==> config.mk <==
export PLATFORM = sky130hd
export DESIGN_NAME = shift_pipe
export DESIGN_NICKNAME = d
export VERILOG_FILES = /design/src/rtl/shift_pipe.sv
export SDC_FILE = /design/constraint.sdc
export NUM_CORES = 1
export LEC_CHECK = 0
export BUFFER_PORTS_ARGS = -buffer_cell sky130_fd_sc_hd__buf_2
export CORE_UTILIZATION = 54
export CTS_CLUSTER_SIZE = 20
export DETAILED_ROUTE_END_ITERATION = 8
export PLACE_DENSITY = 0.77
export SLEW_MARGIN = 20
export SYNTH_ARGS = -nofsm -noshare
export SYNTH_HDL_FRONTEND = slang
export SYNTH_SLANG_ARGS = --single-unit
==> constraint.sdc <==
create_clock -name i_clk -period 1.47 [get_ports i_clk]
set_input_delay 0.147 -clock i_clk [delete_from_list [all_inputs] [get_ports i_clk]]
set_output_delay 0.147 -clock i_clk [all_outputs]
set_load 0.02 [all_outputs]
==> src/rtl/shift_pipe.sv <==
// shift_pipe: log2(N)-stage barrel shifter/rotator with valid/ready flow.
// Stage k applies a shift of 2^k when amount bit k is set.
module shift_pipe #(
  parameter int N = 32
) (
  input  logic         i_clk,
  input  logic         i_rst_n,
  input  logic         i_valid,
  output logic         o_ready,
  input  logic [N-1:0] i_a,
  input  logic [N-1:0] i_b,
  input  logic [2:0]   i_op,
  output logic         o_valid,
  input  logic         i_ready,
  output logic [N-1:0] o_result,
  output logic         o_busy
);

  localparam int SHW = $clog2(N);

  localparam logic [2:0] OP_SLL = 3'b000;
  localparam logic [2:0] OP_SRL = 3'b001;
  localparam logic [2:0] OP_SRA = 3'b010;
  localparam logic [2:0] OP_ROR = 3'b011;
  localparam logic [2:0] OP_ROL = 3'b100;

  logic           adv;

  logic [SHW-1:0] vld_q, vld_d;
  logic [N-1:0]   dat_q [SHW];
  logic [N-1:0]   dat_d [SHW];
  logic [2:0]     op_q  [SHW];
  logic [2:0]     op_d  [SHW];
  logic [SHW-1:0] amt_q [SHW];
  logic [SHW-1:0] amt_d [SHW];

  logic [SHW-1:0] src_vld;
  logic [N-1:0]   src_dat [SHW];
  logic [2:0]     src_op  [SHW];
  logic [SHW-1:0] src_amt [SHW];
  logic [N-1:0]   sft     [SHW];

  logic           unused_ok;

  function automatic logic [N-1:0] shf(
    input logic [N-1:0] d,
    input logic [2:0]   op,
    input int           sh
  );
    logic [N-1:0] r;
    r = d;
    case (op)
      OP_SLL: r = d << sh;
      OP_SRL: r = d >> sh;
      OP_SRA: r = N'($signed(d) >>> sh);
      OP_ROR: r = (d >> sh) | (d << (N - sh));
      OP_ROL: r = (d << sh) | (d >> (N - sh));
      default: r = d;
    endcase
    return r;
  endfunction

  assign o_valid  = vld_q[SHW-1];
  assign o_result = dat_q[SHW-1];
  assign o_busy   = |vld_q;
  assign adv      = i_ready | ~o_valid;
  assign o_ready  = adv;

  for (genvar k = 0; k < SHW; k++) begin : g_stage
    if (k == 0) begin : g_head
      // Reserved ops enter as zero so every later stage keeps them zero.
      assign src_vld[k] = i_valid;
      assign src_dat[k] = (i_op > OP_ROL) ? '0 : i_a;
      assign src_op[k]  = i_op;
      assign src_amt[k] = i_b[SHW-1:0];
    end else begin : g_body
      assign src_vld[k] = vld_q[k-1];
      assign src_dat[k] = dat_q[k-1];
      assign src_op[k]  = op_q[k-1];
      assign src_amt[k] = amt_q[k-1];
    end
    assign sft[k] = src_amt[k][k]
                  ? shf(src_dat[k], src_op[k], 1 << k)
                  : src_dat[k];
  end

  always_comb begin
    vld_d = vld_q;
    dat_d = dat_q;
    op_d  = op_q;
    amt_d = amt_q;
    if (adv) begin
      for (int k = 0; k < SHW; k++) begin
        vld_d[k] = src_vld[k];
        dat_d[k] = sft[k];
        op_d[k]  = src_op[k];
        amt_d[k] = src_amt[k];
      end
    end
  end

  always_ff @(posedge i_clk) begin
    if (!i_rst_n) begin
      vld_q <= '0;
      for (int k = 0; k < SHW; k++) begin
        dat_q[k] <= '0;
        op_q[k]  <= '0;
        amt_q[k] <= '0;
      end
    end else begin
      vld_q <= vld_d;
      dat_q <= dat_d;
      op_q  <= op_d;
      amt_q <= amt_d;
    end
  end

  assign unused_ok = ^{i_b[N-1:SHW], op_q[SHW-1], amt_q[SHW-1]};

endmodule

==> flow_summary.json <==
{
  "status": "complete, but fails checks",
  "violations": "negative setup slack",
  "vias_per_cell": 6.60,
  "antenna_found_initial": 0,
  "leakagePower_nw": 4.35,
  "r2r_slack_ns": -0.06,
  "r2r_start": "op_q[7]$_SDFFE_PN0P_",
  "synth_cell_types": 58,
  "clock_skew_ns": 0.0140,
  "cts-root-buf": "clkbuf_16",
  "wl_met1_mm": 13.2,
  "finalHoldViolCount": 0,
  "ios": 106,
  "ir_worst_vdd_v": 0.000864,
  "grt_use_total_pct": 31.0,
  "synth-seq-area-share_pct": 35.7,
  "tns_ns": -0.291,
  "nets": 1423,
  "dp.cells": 1571,
  "overflow": 0,
  "die_w_um": 141,
  "drtPass1Iterations": 7,
  "synth_edf_count": 0,
  "period_needed_ns": 1.53,
  "timing.rr.end": "dat_q[53]$_SDFFE_PN0P_",
  "setup_viol": 18,
  "clockBufferDepth": 2,
  "top_layer": "met4",
  "drc_errors": 0,
  "dieHeight_um": 141,
  "path_class": "reg -> reg",
  "num_vias": 10721,
  "crit_end": "dat_q[53]$_SDFFE_PN0P_",
  "portBuffers": 78,
  "hpwl_mm": 20.2,
  "clk_latency_ns": 0.45,
  "cts_buffers": 17,
  "fin_util_pct": 66.5,
  "worst_slew_pin_slew_ns": 0.503,
  "htree_levels": 4,
  "reg2reg_depth": 6,
  "core_area_um2": 18900,
  "cap_violations": 0,
  "met2_length_mm": 14.6,
  "power_density_nw_per_um2": 915,
  "syn_area_um2": 10500,
  "final_cell_count_no_fill": 1625,
  "gp_congestion": 0.922,
  "ys_seq_elements": 187,
  "slew_headroom_pct": 66.5,
  "ant_nets": 0,
  "die-area_um2": 20000,
  "synthCells": 1327,
  "max_freq_ghz": 0.653,
  "wirelength_mm": 31.7,
  "cts_tree": "built",
  "startpoint": "op_q[7]$_SDFFE_PN0P_",
  "synthesis.nets": 1398,
  "clk_pin_slew_ns": 0.07,
  "holdCritPathClass": "in -> reg",
  "crit_path_end_kind": "register",
  "syn-mean-instance-area_um2": 7.90,
  "drt_iter0_markers": 1401,
  "crit_path_start_kind": "register",
  "final_max_slew_viol_count": 0,
  "antenna_cells": 0,
  "wl_per_cell_um": 19.5,
  "crit_required_ns": 1.82,
  "cp_max_fo": 7,
  "num_rows": 50,
  "synthFlopType": "dfxtp_1",
  "drive_gt1_share_pct": 21.5,
  "grt_max_degree": 77,
  "area_growth_pct": 19.9,
  "final_common_cell": "dfxtp_1",
  "fin_crit_sh_pct": 104,
  "critPathArrivalTime_ns": 1.88,
  "synth-warning-count": 0,
  "wl_met3_mm": 2.65,
  "layout_common_cells": "dfxtp_1 (180), o21ai_0 (134), nand2_1 (120), nand3_1 (80), nor3b_1 (77)",
  "holdWs_ns": 0.00711,
  "grt_pass1_wl_mm": 49.6,
  "setup_slack_ns": -0.0603,
  "rsz0062_at_grt": "yes",
  "async_flop_share_pct": 0,
  "grt_pass1_vias": 9379,
  "cts_num_sinks": 187,
  "start_util_pct": 55.5
}
critical path: stages, from the launching register on:
cell and delay (ns):
dfxtp_4 0.35, or2_4 0.27, a21boi_4 0.25, buf_6 0.16, buf_16 0.13, o21ai_2 0.06
o221ai_1 0.22
metal layers:
metal  up-vias  global-route usage, %
met2       595                   49.8
met4         0                   12.6
met1      5031                   41.4
met3       107                   5.20
met5         -                      0
li1       4988                      -
layout make-up:
cell class                      count  area [um^2]
Multi-Input combinational cell    950         6120
Sequential cell                   187         3760
Tap cell                          260          325
Clock inverter                     12          128
Timing Repair Buffer              193         1760
Inverter                            3         16.3
Fill cell                        1504         6330
Clock buffer                       20          457
cell usage after synthesis (6+ instances only):
cell      instances  share of area [%]
dfxtp_1         187                 36
o21ai_0         158                7.5
nand2_1         125                4.5
clkbuf_1         97                3.5
nand3_1          80                3.8
nor3b_1          79                5.7
and2_1           73                4.4
a21oi_1          59                2.8
o221ai_1         56                4.7
buf_2            42                2.0
nand4_1          36                2.1
buf_4            34                2.4
a221oi_1         29                2.4
a21boi_0         26                1.9
nor2_1           25               0.90
o22ai_1          20                1.2
a211o_1          18                1.5
or3b_1           16                1.3
a41oi_1          15                1.3
and3_1           15               0.90
nor3_1           15               0.72
o311ai_1         14                1.2
a211oi_1         12               0.86
o311ai_0         12                1.0
a22oi_1           8               0.57
buf_1             8               0.29
or3_1             8               0.48
and2_0            6               0.36
kinds of logic (layout without fill, tap and decap cells):
group / after synthesis / in the layout / synth area share [%]
AND/OR/NAND/NOR: 495 / 495 / 26.4
AO/OA/AOI/OAI: 451 / 451 / 28.7
buffers and inverters: 190 / 228 / 8.77
flip-flops: 187 / 187 / 35.7
multiplexers: 4 / 4 / 0.418
worst min-delay path by stage:
| stage | startpoint | endpoint | slack [ns] | cells after the start |
|---|---|---|---|---|
| final | i_a[17] | dat_q[145]$_SDFFE_PN0P_ | 0.007 | 3 |
| after global routing | i_a[29] | dat_q[157]$_SDFFE_PN0P_ | 0.01 | 3 |
| after CTS | i_a[13] | dat_q[141]$_SDFFE_PN0P_ | 0.003 | 3 |
| after detailed placement | i_b[2] | amt_q[22]$_SDFFE_PN0P_ | 0.41 | 3 |
| after global placement | i_valid | vld_q[0]$_SDFFE_PN0P_ | 0.41 | 3 |
| after floorplan | i_b[1] | amt_q[21]$_SDFFE_PN0P_ | 0.29 | 2 |
power breakdown:
group / switching (mW) / internal, mW / leakage (nW)
sequential: 0.212 / 5.25 / 1.53
clock: 2.14 / 2.48 / 0.278
combinational: 0.804 / 0.612 / 2.55
total: 3.15 / 8.34 / 4.35
per-stage QoR:
step	setup WS, ns	total power [mW]	cell area (um^2)
floorplan	0.0111	6.35	10500
global placement	-0.210	6.80	11200
detailed placement	-0.314	6.82	11200
CTS	-0.0596	11.4	12100
global route	-0.0920	11.9	12600
finish	-0.0603	11.5	12600
sequential cells by signal, indices dropped and copies added (netlist names):
signal / count
vld_q: 5
dat_q: 128
amt_q: 10
o_result: 32
op_q: 12
repair_timing:
| action | 4_1_cts | 5_1_grt |
|---|---|---|
| gates cloned | 3 | 6 |
| pin swaps | 1 | 24 |
| endpoints found under the setup margin | 70 | 129 |
| setup buffers | 4 | 6 |
| resized for setup | 21 | 113 |
| endpoints found under the hold margin | 5 | 0 |
| hold buffers | 5 | 0 |
No activity file was read; power rests on OpenSTA's default activity.
